File: config.mk
export PLATFORM = sky130hd
export DESIGN_NAME = seq_divider_16bit
export DESIGN_NICKNAME = d
export VERILOG_FILES = /design/src/rtl/seq_divider_16bit.sv
export SDC_FILE = /design/constraint.sdc
export NUM_CORES = 1
export LEC_CHECK = 0
export CAP_MARGIN = 10
export CORE_MARGIN = 2
export CORE_UTILIZATION = 30
export DETAILED_ROUTE_END_ITERATION = 12
export GPL_TIMING_DRIVEN = 1
export PLACE_DENSITY = 0.48
export SLEW_MARGIN = 5
export SYNTH_ARGS = -nofsm -noshare
export SYNTH_HDL_FRONTEND = slang
export SYNTH_SLANG_ARGS = --single-unit
export TNS_END_PERCENT = 100
File: constraint.sdc
create_clock -name clk -period 4.7 [get_ports clk]
set_clock_uncertainty 0.15 [all_clocks]
set_input_delay 1.175 -clock clk [delete_from_list [all_inputs] [get_ports clk]]
set_output_delay 1.175 -clock clk [all_outputs]
set_load 0.05 [all_outputs]
File: src/rtl/seq_divider_16bit.sv
// Multi-cycle restoring divider for div/divu.
// One quotient bit per cycle; sign fix-up applied in a final step.
module seq_divider_16bit #(
    parameter int WIDTH = 16
) (
    input  logic             clk,
    input  logic             reset,
    input  logic             start,
    input  logic             signed_op,
    input  logic [WIDTH-1:0] dividend,
    input  logic [WIDTH-1:0] divisor,
    output logic             busy,
    output logic             done,
    output logic [WIDTH-1:0] quotient,
    output logic [WIDTH-1:0] remainder,
    output logic             div_by_zero
);

    localparam int CW = $clog2(WIDTH);

    localparam logic [1:0] IDLE = 2'd0;
    localparam logic [1:0] CALC = 2'd1;
    localparam logic [1:0] FIX  = 2'd2;

    logic [1:0]       state;
    logic             op_signed;
    logic             dvd_neg;
    logic             dsr_neg;
    logic             zero;
    logic [WIDTH-1:0] dvd;
    logic [WIDTH-1:0] dsr;
    logic [WIDTH:0]   rem;
    logic [CW-1:0]    step;

    logic [WIDTH:0]   rem_sh;
    logic [WIDTH+1:0] diff;
    logic             fit;
    logic [WIDTH-1:0] mag_a;
    logic [WIDTH-1:0] mag_b;
    logic [WIDTH-1:0] q_fix;
    logic [WIDTH-1:0] r_fix;

    // dvd doubles as the quotient register: bits shift out the top
    // into the remainder while quotient bits enter at the bottom.
    always_comb begin
        rem_sh = {rem[WIDTH-1:0], dvd[WIDTH-1]};
        diff   = {1'b0, rem_sh} - {2'b00, dsr};
        fit    = ~diff[WIDTH+1];
        mag_a  = (signed_op && dividend[WIDTH-1]) ? -dividend : dividend;
        mag_b  = (signed_op && divisor[WIDTH-1]) ? -divisor : divisor;
        q_fix  = (op_signed && (dvd_neg ^ dsr_neg)) ? -dvd : dvd;
        r_fix  = (op_signed && dvd_neg) ? -rem[WIDTH-1:0] : rem[WIDTH-1:0];
    end

    assign busy = (state != IDLE);

    always_ff @(posedge clk or posedge reset) begin
        if (reset) begin
            state       <= IDLE;
            op_signed   <= 1'b0;
            dvd_neg     <= 1'b0;
            dsr_neg     <= 1'b0;
            zero        <= 1'b0;
            dvd         <= '0;
            dsr         <= '0;
            rem         <= '0;
            step        <= '0;
            done        <= 1'b0;
            quotient    <= '0;
            remainder   <= '0;
            div_by_zero <= 1'b0;
        end else begin
            done <= 1'b0;
            case (state)
                IDLE: begin
                    if (start) begin
                        op_signed <= signed_op;
                        dvd_neg   <= dividend[WIDTH-1];
                        dsr_neg   <= divisor[WIDTH-1];
                        dsr       <= mag_b;
                        rem       <= '0;
                        step      <= '0;
                        // a zero divisor keeps the raw dividend for HI
                        if (divisor == '0) begin
                            zero  <= 1'b1;
                            dvd   <= dividend;
                            state <= FIX;
                        end else begin
                            zero  <= 1'b0;
                            dvd   <= mag_a;
                            state <= CALC;
                        end
                    end
                end
                CALC: begin
                    rem  <= fit ? diff[WIDTH:0] : rem_sh;
                    dvd  <= {dvd[WIDTH-2:0], fit};
                    step <= step + 1'b1;
                    if (step == CW'(WIDTH - 1)) begin
                        state <= FIX;
                    end
                end
                FIX: begin
                    if (zero) begin
                        quotient  <= '1;
                        remainder <= dvd;
                    end else begin
                        quotient  <= q_fix;
                        remainder <= r_fix;
                    end
                    div_by_zero <= zero;
                    done        <= 1'b1;
                    state       <= IDLE;
                end
                default: state <= IDLE;
            endcase
        end
    end

endmodule
### Yosys cells after proc, flatten, opt, wreduce, memory -nomap -nowiden

Cells that the tools add are included.

* bits in writable memories: 0
* memories: 0
* ROM bits: 0
* logic and storage cells: 57
* register bits after elaboration: 92
* input bits: 36
* bits in latches: 0
* output and inout port bits: 35

* mux-type cells: 20
* div/mod/pow operators: 0
* shift-type cells: 0
* $lt $le $gt $ge: 0
* bitwise logic cells: 2
* multipliers: 0
* $add $sub $neg: 6
* equality and inequality tests: 5
* reduce and logical (&&, ||, !) cells: 11

Operators by type and width (number)
* 16-bit two-way mux: 10
* 16-bit negator: 4
* 16-bit case mux with 2 select lines: 2
* 17-bit by 16-bit subtractor with 18-bit output: 1
* 16-bit logical NOT: 1
* 4-bit case mux with 2 select lines: 1
* 2-bit two-way mux: 3
* 2-bit AND reduction: 3
* 4-bit by 1-bit adder with 4-bit output (second input constant): 1
* 4-bit == test (second input constant): 1
* 1-bit logical AND: 4
* 4-bit two-way mux: 1
* 2-bit inequality test (second input constant): 2
* 2-bit case mux with 2 select lines: 1
* 2-bit nonzero test: 2
* 2-bit by 1-bit == test with 1-bit output (second input constant): 1
* 2-bit == test (second input constant): 1
* 2-bit logical NOT: 1
* 1-bit two-way mux: 2
* 1-bit inverter: 1
* 1-bit bitwise XOR: 1

### Longest topological paths before layout

Gate-level depths: netlist of the first run.

* word-level depth: 5
* depth in mapped cells: 11

### Least setup slack after synthesis of the first run

No wires, ideal clock.

* path kind: in2reg
* start point: input divisor[11]
* end point: register dvd[14]
* setup time: 0.130 ns
* path slack: 2.049 ns
* arrival time: 2.372 ns
* stages on the path: 7
* cell sequence: or4_1 > nor2_4 > a21oi_2 > buf_6 > o31ai_2 > xor2_1 > o21ai_1

* word-level cells in the longest chain between the ends: 4

Ends and longest elaborated chain
* start, declared: RTL line 11 `input logic [WIDTH-1:0] divisor,`
* 16-bit logical NOT: RTL line 84 `if (divisor == '0) begin`
* 16-bit two-way mux: RTL line 84
* 16-bit two-way mux: RTL line 76 `if (start) begin`
* 16-bit case mux with 2 select lines: RTL line 74 `case (state)`
* end signal, assigned: RTL line 86 `dvd <= dividend;`
* end signal, assigned: RTL line 90 `dvd <= mag_a;`
* end signal, assigned: RTL line 97 `dvd <= {dvd[WIDTH-2:0], fit};`
* end, declared: RTL line 30 `logic [WIDTH-1:0] dvd;`

No other way between the ends. The select of a mux whose other input is x is not followed.
A chain may end at the register's enable or synchronous reset.

### Final worst setup path of the first run

* start point: input divisor[1]
* end point: register dvd[7]

The elaborated chain is that of the path after synthesis.

==> results of run 1 <==
## sequential cells by signal (all words and copies together), names as in the netlist
register     count
dvd             16
quotient        16
done             1
dsr_neg          1
op_signed        1
div_by_zero      1
step             4
state            2
remainder       16
dvd_neg          1
rem             16
dsr             16
zero             1
## worst max-delay path, cell delays in order
cell and delay, ps:
clkdlybuf4s50_1 510, inv_1 50, ha_1 180, nand2b_1 150, nor4_2 80, a21oi_2 610, o21ai_0 240, xor2_1 190
o21ai_0 150
## routing by layer
layer	routed length, um	track usage, %	vias to the layer above
met5	0	0	-
met4	243	4.757	0
met3	664	3.063	16
met2	7314	24.67	113
met1	8309	22.50	2428
li1	-	-	2588
## through the flow
step | instance area [um^2] | utilization (%)
3_5_place_dp | 6992 | 35.57
6_report | 7298 | 37.13
3_3_place_gp | 6992 | 35.57
2_1_floorplan | 6052 | -
5_1_grt | 7298 | 37.13
4_1_cts | 7298 | 37.13
## power breakdown
part	switching [mW]	internal [mW]	total, mW
clock	0.350	0.421	0.772
combinational	2.17	1.43	3.60
sequential	0.450	1.18	1.63
total	2.97	3.03	6.00
## final cells by class
cell class,count,share of cell area [%]
timing repair buffer,75,10.29
tap,265,4.543
clock buffer,9,3.086
sequential,92,31.54
multi-input combinational,547,47.45
inverter,38,1.972
clock inverter,7,1.114
## worst max-delay path by stage
stage                           from     endpoint  slack [ps]
final                     divisor[1]       dvd[7]        1470
after global routing      divisor[0]      dvd[10]        1230
after CTS                 divisor[1]       dvd[7]        1470
after detailed placement  divisor[1]       dvd[7]        1090
after global placement    divisor[0]       dvd[7]        1150
after floorplan                reset  div_by_zero         980
## cell families after synthesis
family                   Yosys count
buffers and inverters             75
multiplexers                      11
flip-flops                        92
AO/OA/AOI/OAI                    211
adder cells (fa/ha/maj)           22
AND/OR/NAND/NOR                  237
XOR/XNOR                          66
## synthesized netlist by cell type, types with 6 or more instances
master,count
a21o_1,6
a21oi_1,53
a22oi_1,16
a31oi_1,12
clkbuf_1,25
dfrtp_1,92
ha_1,21
inv_1,38
mux2i_1,11
nand2_1,105
nand2b_1,6
nand3_1,10
nor2_1,66
nor3_1,13
o211ai_1,14
o21ai_0,58
o21ai_1,10
or3_1,6
xnor2_1,35
xor2_1,31
==> impl_metrics.env, run 1 <==
export IMPL_grt_pass1_vias=5171
export IMPL_synthToLayoutAreaGrowth_pct=20.59
export IMPL_drtIter0Drc=331
export IMPL_period_share_pct=68.82
export IMPL_syn_inst=714
export IMPL_clock_path_buffers=2
export IMPL_synth_seq_cells=92
export IMPL_grt_util_all_layers_pct=15.90
export IMPL_clock_sinks=92
export IMPL_whs_path_depth=2
export IMPL_setup_tns_ps=0
export IMPL_ff2ff_path_depth=9
export IMPL_placed_cells=1017
export IMPL_maxCapViolations=0
export IMPL_ctsHoldBuffers=0
export IMPL_synth_top_family_by_area="compound AO/OA/AOI/OAI gates"
export IMPL_hold_path_end="dsr[5]"
export IMPL_setup_viol=0
export IMPL_design_die_area_um2=21330
export IMPL_r2r_slack_ps=1930
export IMPL_wl_per_cell_um=16.00
export IMPL_fillCellCount=2064
export IMPL_synth_largest_area_cell="dfrtp_1"
export IMPL_drive_gt1_share_pct=6.510
export IMPL_grt_max_degree=59
export IMPL_die_w_um=146.0
export IMPL_preCtsSetupSlack_ps=1087
export IMPL_synthXorXnorAreaFrac_pct=9.551
export IMPL_clockRootBuffer="clkbuf_16"
export IMPL_io_pins=71
export IMPL_port_buffers=70
export IMPL_fp_row_count=51
export IMPL_worst_slew_pin_slew_ps=1119
export IMPL_hold_viol_final=0
export IMPL_fp_coreArea_um2=19650
export IMPL_worstPathRequired_ps=4820
export IMPL_synth_fp_nets=772
export IMPL_crit_fanout=15
export IMPL_clkTransAtPathRegs_ps=70
export IMPL_synth_enable_flop_cells=0
export IMPL_synthAdderAreaFrac_pct=4.672
export IMPL_cts_buffers_inserted=9
export IMPL_fmax_mhz=309.2
export IMPL_syn_mean_instance_area_um2=8.476
export IMPL_antenna_found_initial=0
export IMPL_async_flop_share_pct=100.0
export IMPL_drc=0
export IMPL_seq_area_um2=2302
export IMPL_layout_min_cycle_time_ps=3234
export IMPL_critPathCaptureType="register"
export IMPL_layout_cells_non_filler=1033
export IMPL_netlist_area_um2=6052
export IMPL_rsz0062_at_grt="no"
export IMPL_synth_cell_types=68
export IMPL_synthSimpleGateAreaFrac_pct=18.57
export IMPL_timing_rr_end="rem[0]"
export IMPL_ys_flop_type="dfrtp_1"
export IMPL_ctsResizeCount=0
export IMPL_start_util_pct=30.79
export IMPL_cts_htree_levels=3
export IMPL_synth_top_cell_area_share_pct=38.04
export IMPL_holdCritStartpoint="dsr[5]"
export IMPL_synth_area_top_cells="dfrtp_1 38%, nand2_1 6.5%, xnor2_1 5.1%"
export IMPL_multi_input_area_um2=3463
export IMPL_final_common_cell="nand2_1"
export IMPL_r2r_start="dvd[15]"
export IMPL_cts_tree="built"
export IMPL_worstPathArrival_ps=3350
export IMPL_grt_ovfl_total=0
export IMPL_startpoint_type="input port"
export IMPL_cts_setup_buffers=0
export IMPL_hold_class="register to register"
export IMPL_nets=821
export IMPL_total_power_mw=6.001
export IMPL_power_density_nw_per_um2=822.3
export IMPL_grt_pass1_wl_um=27290
export IMPL_synthMuxAreaShare_pct=1.819
export IMPL_gp_congestion=0.8095
export IMPL_setup_slack_ps=1466
export IMPL_yosysWarnings=0
export IMPL_finalMaxSlewViolations=0
export IMPL_whs_ps=331.9
export IMPL_ys_seq_area_share_pct=38.04
export IMPL_dpl_hpwl_um=12660
export IMPL_synth_compound_area_share_pct=22.33
export IMPL_vias_per_cell=4.981
export IMPL_diodes=0
export IMPL_drtPass1Iterations=5
export IMPL_wirelength_um=16530
export IMPL_relSlewSlack_pct=25.20
export IMPL_most_common_layout_cells="105 x nand2_1, 92 x dfrtp_1, 70 x clkdlybuf4s50_1"
export IMPL_status="finished clean"
export IMPL_vias=5145
export IMPL_die_y_um=146.0
export IMPL_clock_latency_ps=360
export IMPL_path_class="input port to register"
export IMPL_ant_nets=0
export IMPL_peakVddDrop_mv=0.2734
export IMPL_leakagePower_nw=3.046
Power figures use the tool's default switching activity.
==> run 2: changes to the inputs <==
clock period = 3.2 ns   (was 4.7 ns; I/O delays follow)
==> run 2 against run 1 <==
Setup slack worse by 1100 ps; via count up 1.2%; first-iteration DRC count down 11%; wire length up 1.3%; final cell count up 1.5%; global-route usage up 0.12 points; clock power up 32%; sequential power up 45%; flip-flop and latch count unchanged; core utilization up 0.50 points.
==> impl_metrics.env, run 2 (synthesis gave the netlist of run 1 again) <==
export IMPL_status="finished clean"
export IMPL_leakagePower_nw=3.108
export IMPL_clock_sinks=92
export IMPL_cts_setup_buffers=0
export IMPL_cts_htree_levels=3
export IMPL_vias=5209
export IMPL_setup_viol=0
export IMPL_critPathCaptureType="register"
export IMPL_fp_row_count=51
export IMPL_hold_class="register to register"
export IMPL_wl_per_cell_um=15.98
export IMPL_die_y_um=146.0
export IMPL_peakVddDrop_mv=0.3747
export IMPL_period_share_pct=89.27
export IMPL_finalMaxSlewViolations=0
export IMPL_wirelength_um=16740
export IMPL_ctsResizeCount=0
export IMPL_drc=0
export IMPL_die_w_um=146.0
export IMPL_grt_util_all_layers_pct=16.02
export IMPL_hold_viol_final=0
export IMPL_path_class="input port to register"
export IMPL_clockRootBuffer="clkbuf_16"
export IMPL_drive_gt1_share_pct=8.046
export IMPL_grt_ovfl_total=0
export IMPL_vias_per_cell=4.970
export IMPL_crit_fanout=15
export IMPL_port_buffers=70
export IMPL_clock_path_buffers=2
export IMPL_power_density_nw_per_um2=1197
export IMPL_final_common_cell="nand2_1"
export IMPL_worstPathArrival_ps=2970
export IMPL_fp_coreArea_um2=19650
export IMPL_worst_slew_pin_slew_ps=797.3
export IMPL_fmax_mhz=350.1
export IMPL_gp_congestion=0.8355
export IMPL_most_common_layout_cells="105 x nand2_1, 92 x dfrtp_1, 70 x clkdlybuf4s50_1"
export IMPL_antenna_found_initial=0
export IMPL_placed_cell_area_um2=7121
export IMPL_cts_tree="built"
export IMPL_drtPass1Iterations=5
export IMPL_clkTransAtPathRegs_ps=70
export IMPL_startpoint_type="input port"
export IMPL_dpl_hpwl_um=13120
export IMPL_cts_buffers_inserted=9
export IMPL_grt_max_degree=48
export IMPL_design_die_area_um2=21330
export IMPL_maxCapViolations=0
export IMPL_diodes=0
export IMPL_ctsHoldBuffers=0
export IMPL_drtIter0Drc=296
export IMPL_setup_tns_ps=0
export IMPL_relSlewSlack_pct=46.65
export IMPL_clock_latency_ps=350
export IMPL_grt_pass1_vias=5149
export IMPL_rsz0062_at_grt="no"
export IMPL_start_util_pct=30.79
export IMPL_synthToLayoutAreaGrowth_pct=22.20
export IMPL_whs_ps=328.3
export IMPL_ant_nets=0
export IMPL_final_cell_area_um2=7396
export IMPL_worstPathRequired_ps=3310
export IMPL_grt_pass1_wl_um=27310
export IMPL_nets=836
export IMPL_layout_min_cycle_time_ps=2857
export IMPL_io_pins=71
==> run 2: cell count changes in the layout (fill, tap and decap cells not counted), sizes merged <==
| cell | before | now |
|---|---|---|
| buf | 5 | 20 |
| bufinv | 1 | 0 |
| clkbuf | 9 | 10 |
| clkinvlp | 1 | 2 |
| inv | 41 | 40 |
==> run 2: layout make-up <==
cell class	count	area [um^2]
clock inverters	6	46.29
fillers	2074	12260
multi-input cells	547	3452
repair buffers	90	888.4
flip-flops and latches	92	2302
well taps	265	331.6
inverters	38	146.4
clock buffers	10	229.0
==> run 2: stage by stage <==
| step | utilization, % | power [mW] | std cells | worst slack [ps] |
|---|---|---|---|---|
| after floorplan | - | 6.203 | 714 | 923.9 |
| after global placement | 36.23 | 7.777 | 1032 | 29.18 |
| after detailed placement | 36.23 | 7.868 | 1032 | -69.88 |
| after CTS | 37.63 | 8.916 | 1048 | 298.4 |
| after global routing | 37.63 | 9.586 | 1048 | 133.4 |
| final | 37.63 | 8.856 | 1048 | 343.3 |
==> run 2: worst paths after layout <==
check	startpoint	end	slack, ps	cells past startpoint
min in group asynchronous	reset	rem[12]	690	2
worst max register to register	dvd[15]	rem[12]	580	9
max in group asynchronous	reset	dsr[15]	1640	3
worst min-delay path	remainder[9]	remainder[9]	330	2
worst max-delay path	divisor[0]	dvd[10]	340	9
worst min register to register	remainder[9]	remainder[9]	330	2
==> run 2: layer usage <==
metal | GRT usage, % | part of all wire (%) | vias to the layer above
met4 | 5.340 | 1.5 | 0
met2 | 24.93 | 45 | 103
met3 | 2.188 | 3.9 | 16
met5 | 0 | 0 | -
li1 | - | - | 2626
met1 | 22.97 | 50 | 2464
==> run 2: where the power goes <==
| group | internal [mW] | switching, mW | leakage, nW |
|---|---|---|---|
| Sequential | 1.73 | 0.631 | 1.14 |
| Clock | 0.536 | 0.481 | 0.135 |
| Combinational | 2.18 | 3.29 | 1.84 |
==> run 2: critical path, cell delays in order <==
cell and delay, ps:
clkdlybuf4s50_1 480, inv_1 60, ha_1 200, nand2b_1 150, nor4_2 80, a21oi_2 600
o21ai_0 230, xor2_1 190, o21ai_0 170
==> patch 1, RTL diff (settings of run 1) <==
Add an input register stage for `start`, `signed_op`, `dividend` and `divisor`; this delays them by one clock.
--- a/src/rtl/seq_divider_16bit.sv
+++ b/src/rtl/seq_divider_16bit.sv
@@ -21,6 +21,18 @@
     localparam logic [1:0] IDLE = 2'd0;
     localparam logic [1:0] CALC = 2'd1;
     localparam logic [1:0] FIX  = 2'd2;
+
+    logic start_q;
+    logic signed_op_q;
+    logic [WIDTH-1:0] dividend_q;
+    logic [WIDTH-1:0] divisor_q;
+
+    always_ff @(posedge clk) begin
+        start_q     <= start;
+        signed_op_q <= signed_op;
+        dividend_q  <= dividend;
+        divisor_q   <= divisor;
+    end
 
     logic [1:0]       state;
     logic             op_signed;
@@ -46,8 +58,8 @@
         rem_sh = {rem[WIDTH-1:0], dvd[WIDTH-1]};
         diff   = {1'b0, rem_sh} - {2'b00, dsr};
         fit    = ~diff[WIDTH+1];
-        mag_a  = (signed_op && dividend[WIDTH-1]) ? -dividend : dividend;
-        mag_b  = (signed_op && divisor[WIDTH-1]) ? -divisor : divisor;
+        mag_a  = (signed_op_q && dividend_q[WIDTH-1]) ? -dividend_q : dividend_q;
+        mag_b  = (signed_op_q && divisor_q[WIDTH-1]) ? -divisor_q : divisor_q;
         q_fix  = (op_signed && (dvd_neg ^ dsr_neg)) ? -dvd : dvd;
         r_fix  = (op_signed && dvd_neg) ? -rem[WIDTH-1:0] : rem[WIDTH-1:0];
     end
@@ -73,17 +85,17 @@
             done <= 1'b0;
             case (state)
                 IDLE: begin
-                    if (start) begin
-                        op_signed <= signed_op;
-                        dvd_neg   <= dividend[WIDTH-1];
-                        dsr_neg   <= divisor[WIDTH-1];
+                    if (start_q) begin
+                        op_signed <= signed_op_q;
+                        dvd_neg   <= dividend_q[WIDTH-1];
+                        dsr_neg   <= divisor_q[WIDTH-1];
                         dsr       <= mag_b;
                         rem       <= '0;
                         step      <= '0;
                         // a zero divisor keeps the raw dividend for HI
-                        if (divisor == '0) begin
+                        if (divisor_q == '0) begin
                             zero  <= 1'b1;
-                            dvd   <= dividend;
+                            dvd   <= dividend_q;
                             state <= FIX;
                         end else begin
                             zero  <= 1'b0;
Formal check against the unedited RTL: not equivalent (Yosys sat finds a counterexample within 4 cycles, from zero or initial values and one cycle with reset high).
==> patch 1 against run 1 <==
- global-route usage decreased by 0.56 points
- sequential cell count increased by 34
- die area rose by 9.0%
- worst setup slack better by 71 ps
- cell area is 13% higher
- synthesized area increased by 9.2%
- power is 3.5% higher
- largest cell class unchanged
- wire length rose by 4.7%
- utilization rose by 0.67 points
- highest routed layer unchanged
==> patch 1: results (changes against run 1) <==
- Status: completed
- DP Worst Slack: 1910 ps (+823 ps)
- Number of global-route vias before repair: 5290 (+2.3%)
- Synth area leaders: dfrtp_1 35%, dfxtp_1 10%, nand2_1 5.3%
- Worst IR Drop VDD: 0.000305 V (+12%)
- Number of CTS-inserted buffers: 17 (+8)
- Slowest stage delay, CP: 790 ps (+180 ps)
- Slew @ Worst Pin: 907 ps (-212 ps)
- Number of I/O port buffers: 70 (unchanged)
- Largest net degree at the start of global routing: 51 (-14%)
- RD Place Congestion: 0.796 (-1.7%)
- R2R cell count: 8 (-1)
- Clock H-tree levels: 4 (+1)
- Crit-path slowest cell: clkdlybuf4s50_1
- Skew-Pair Late Insertion Delay: 410 ps (+50 ps)
- Setup Buffers After CTS: 0 (unchanged)
- First-pass GRT wire length: 28600 um (+4.7%)
- Layout cells sized above 1: 0.0650 (-0.000153)
- Worst reg2reg endpoint: rem[9]
- Most frequent cells after synthesis: 93 x nand2_1, 92 x dfrtp_1, 67 x a21oi_1
- Ant diodes: 0 (unchanged)
- Wire length per cell: 15.8 um (-1.3%)
- Total Routing Usage GR: 0.153 (-0.00564)
- Syn nets: 802 (+3.9%)
- Worst EP arrival: 1840 ps (-1510 ps)
- Leak: 3.46 nW (+13%)
- Final #Nets: 861 (+4.9%)
- CTS max path bufs: 2 (unchanged)
- Crit path max-delay family: buffers and inverters
- Hpwl dp: 12800 um (+1.4%)
- HP Start: dsr[12]
- Sequential fraction of the synthesis area: 0.451 (+0.0708)
- Hold Path End: dsr[12]
- Distinct cells, synth: 61 (-10%)
- Count leader, synth: nand2_1
- Vias: 5451 (+5.9%)
- Worst-path fanout max: 7 (-8)
-- patch 1: power by group --
part           switching (mW)  total [mW]  internal, mW
clock network           0.482        1.36         0.874
logic                    1.79        3.04          1.25
registers               0.404        1.82          1.42
-- patch 1: routing by layer --
| layer | vias to the layer above | wire length, um | track usage |
|---|---|---|---|
| met5 | - | 0 | 0 |
| met4 | 0 | 264 | 0.0525 |
| met3 | 18 | 521 | 0.0247 |
| met2 | 109 | 7800 | 0.238 |
| met1 | 2580 | 8720 | 0.218 |
| li1 | 2744 | - | - |
-- patch 1: cell families (layout without fill, tap and decap cells) --
family / count (synthesis) / count (layout) / synth area share
simple gates: 232 / 232 / 0.162
compound gates: 223 / 223 / 0.208
flops: 126 / 126 / 0.451
buf+inv: 70 / 142 / 0.0411
xor+xnor: 63 / 63 / 0.0835
fa+ha+maj: 22 / 22 / 0.0428
mux: 8 / 8 / 0.0121
-- patch 1: metrics by stage --
stage          hold slack, ps  instances  utilization
2_1_floorplan             280        744            -
3_3_place_gp              313       1064        0.349
3_5_place_dp              323       1064        0.349
4_1_cts                   336       1096        0.378
5_1_grt                   356       1096        0.378
6_report                  328       1096        0.378
-- patch 1: cell type report --
cell class              count  area (um^2)  area share
repair buffers             77          766      0.0931
clock inverters             5         31.3     0.00380
inverters                  33          125      0.0152
flip-flops and latches    126         2980       0.363
multi-input cells         548         3370       0.410
well taps                 280          350      0.0426
clock buffers              27          598      0.0727
-- patch 1: worst min-delay path, delay by kind of cell, from the launching register on --
family / cells / cell delay, ps
and+or+nand+nor: 1 / 50
DFF: 1 / 340
AOI/OAI and AO/OA: 1 / 60
-- patch 1: how the worst max path moves through the flow --
| stage | endpoint | slack (ps) | start |
|---|---|---|---|
| global route | busy | 1440 | state[0] |
| finish | busy | 1540 | state[0] |
| floorplan | div_by_zero | 980 | reset |
| detailed placement | rem[9] | 1910 | rem[1] |
| global placement | rem[9] | 1940 | rem[5] |
| CTS | busy | 1510 | state[0] |
==> patch 2, RTL diff (config.mk and constraints of run 1) <==
Without the edit above. The parameter `WIDTH` goes from 16 to 32.
--- a/src/rtl/seq_divider_16bit.sv
+++ b/src/rtl/seq_divider_16bit.sv
@@ -1,7 +1,7 @@
 // Multi-cycle restoring divider for div/divu.
 // One quotient bit per cycle; sign fix-up applied in a final step.
 module seq_divider_16bit #(
-    parameter int WIDTH = 16
+    parameter int WIDTH = 32
 ) (
     input  logic             clk,
     input  logic             reset,
Ports: changed (resized dividend, divisor, quotient and remainder); port bits go from 71 to 135. The function was not compared with the original's and may differ.
==> patch 2 against run 1 <==
- worst setup slack worse by 820 ps
- wire length grew 98%
- sequential cell count rose by 81
- count of clock-buffer cells in the layout is 12 higher
- power increased by 68%
- die area is 82% higher
- cell area increased by 86%
- hold slack got worse by 1.3 ps
- synthesized area is 84% higher
==> patch 2: results (changes against run 1) <==
- Status: completed
- Hold WS: 331 ps (-1.32 ps)
- Net Switching: 4.82 mW (+62%)
- Placed Area: 13000 um^2 (+86%)
- Worst IR Drop VDD: 0.000292 V (+6.8%)
- WL met1: 16700 um (+100%)
- Worst-path fanout max: 24 (+9)
- Number of I/O port buffers: 134 (+91%)
- Syn nets: 1430 (+85%)
- Clock H-tree levels: 4 (+1)
- Max-slew headroom: 0.414 (+0.162)
- F_max: 247 MHz (-20%)
- Synth area leaders: dfrtp_1 39%, o21ai_0 7.7%, xor2_1 6.0%
- Sequential fraction of the synthesis area: 0.388 (+0.00788)
- RR Startpoint: dvd[31]
- Final #Nets: 1534 (+87%)
- Syn_area_per_cell: 8.43 um^2 (-0.58%)
- Met3 Track Usage GR: 0.0222 (-0.00838)
- Leak: 5.55 nW (+82%)
- Total Routed Length: 32800 um (+98%)
- Number of global-route vias before repair: 9413 (+82%)
- Met1 Use GR: 0.251 (+0.0258)
- Met3 routed WL: 1120 um (+69%)
- Worst R2R Setup Slack: 950 ps (-980 ps)
- Hold Path End: dsr[21]
- FILL cells: 3796 (+84%)
- M2 GR Usage: 0.274 (+0.0268)
- Layout cells sized above 1: 0.0569 (-0.00816)
- Vias: 9660 (+88%)
- Root buf cell: clkbuf_16
- Largest net degree at the start of global routing: 71 (+20%)
- Dpl cells: 1876 (+84%)
- Vias/cell: 5.06 (+1.7%)
- Most frequent cells after synthesis: 173 x dfrtp_1, 172 x o21ai_0, 165 x nand2_1
- Distinct cells, synth: 68 (unchanged)
- Crit-path slowest cell: or4_4
- First-pass GRT wire length: 53100 um (+95%)
- Initial drt markers: 512 (+55%)
- Yosys synthesis warning count: 0 (unchanged)
- Skew-Pair Late Insertion Delay: 440 ps (+80 ps)
- Crit path to: dvd[19]
- Met2 wire length: 14600 um (+100%)
- RD Place Congestion: 0.799 (-1.4%)
- Worst EP arrival: 4260 ps (+910 ps)
- Crit path launch: divisor[17]
- Clock share of power: 0.139 (+0.010)
- DP Worst Slack: 190 ps (-897 ps)
- Worst reg2reg endpoint: rem[30]
- Sequential cell power: 2.91 mW (+79%)
- Initial antenna violation count: 0 (unchanged)
- Sw Ratio: 0.478 (-0.0171)
- Total Routing Usage GR: 0.173 (+0.0139)
- R2R cell count: 12 (+3)
- Hpwl dp: 24600 um (+94%)
- HP Start: dsr[21]
patch 2: changes by cell type after synthesis, sizes merged, moves of 17 or more:
cell / before / now
xor2: 31 / 76
nor2: 68 / 108
nand2: 105 / 166
o22ai: 1 / 19
o21ai: 68 / 177
xnor2: 35 / 66
a21oi: 54 / 127
ha: 21 / 38
clkbuf: 26 / 64
dfrtp: 92 / 173
patch 2: kinds of logic (layout without fill, tap and decap cells):
family / after synthesis / in the layout / share of synthesized area
and+or+nand+nor: 389 / 389 / 0.161
muxes: 26 / 26 / 0.0238
adders and majority gates: 39 / 39 / 0.0444
xor gates and xnor gates: 142 / 142 / 0.112
DFF: 173 / 173 / 0.388
AOI/OAI and AO/OA: 432 / 432 / 0.229
buffers and inverters: 122 / 239 / 0.0423
patch 2: layout make-up:
cell class	count	area [um^2]	area share
clock inverters	11	110	0.00810
repair buffers	156	1540	0.114
clock buffers	21	460	0.0339
flip-flops and latches	173	4330	0.318
inverters	51	195	0.0144
well taps	468	586	0.0431
multi-input cells	1028	6370	0.469
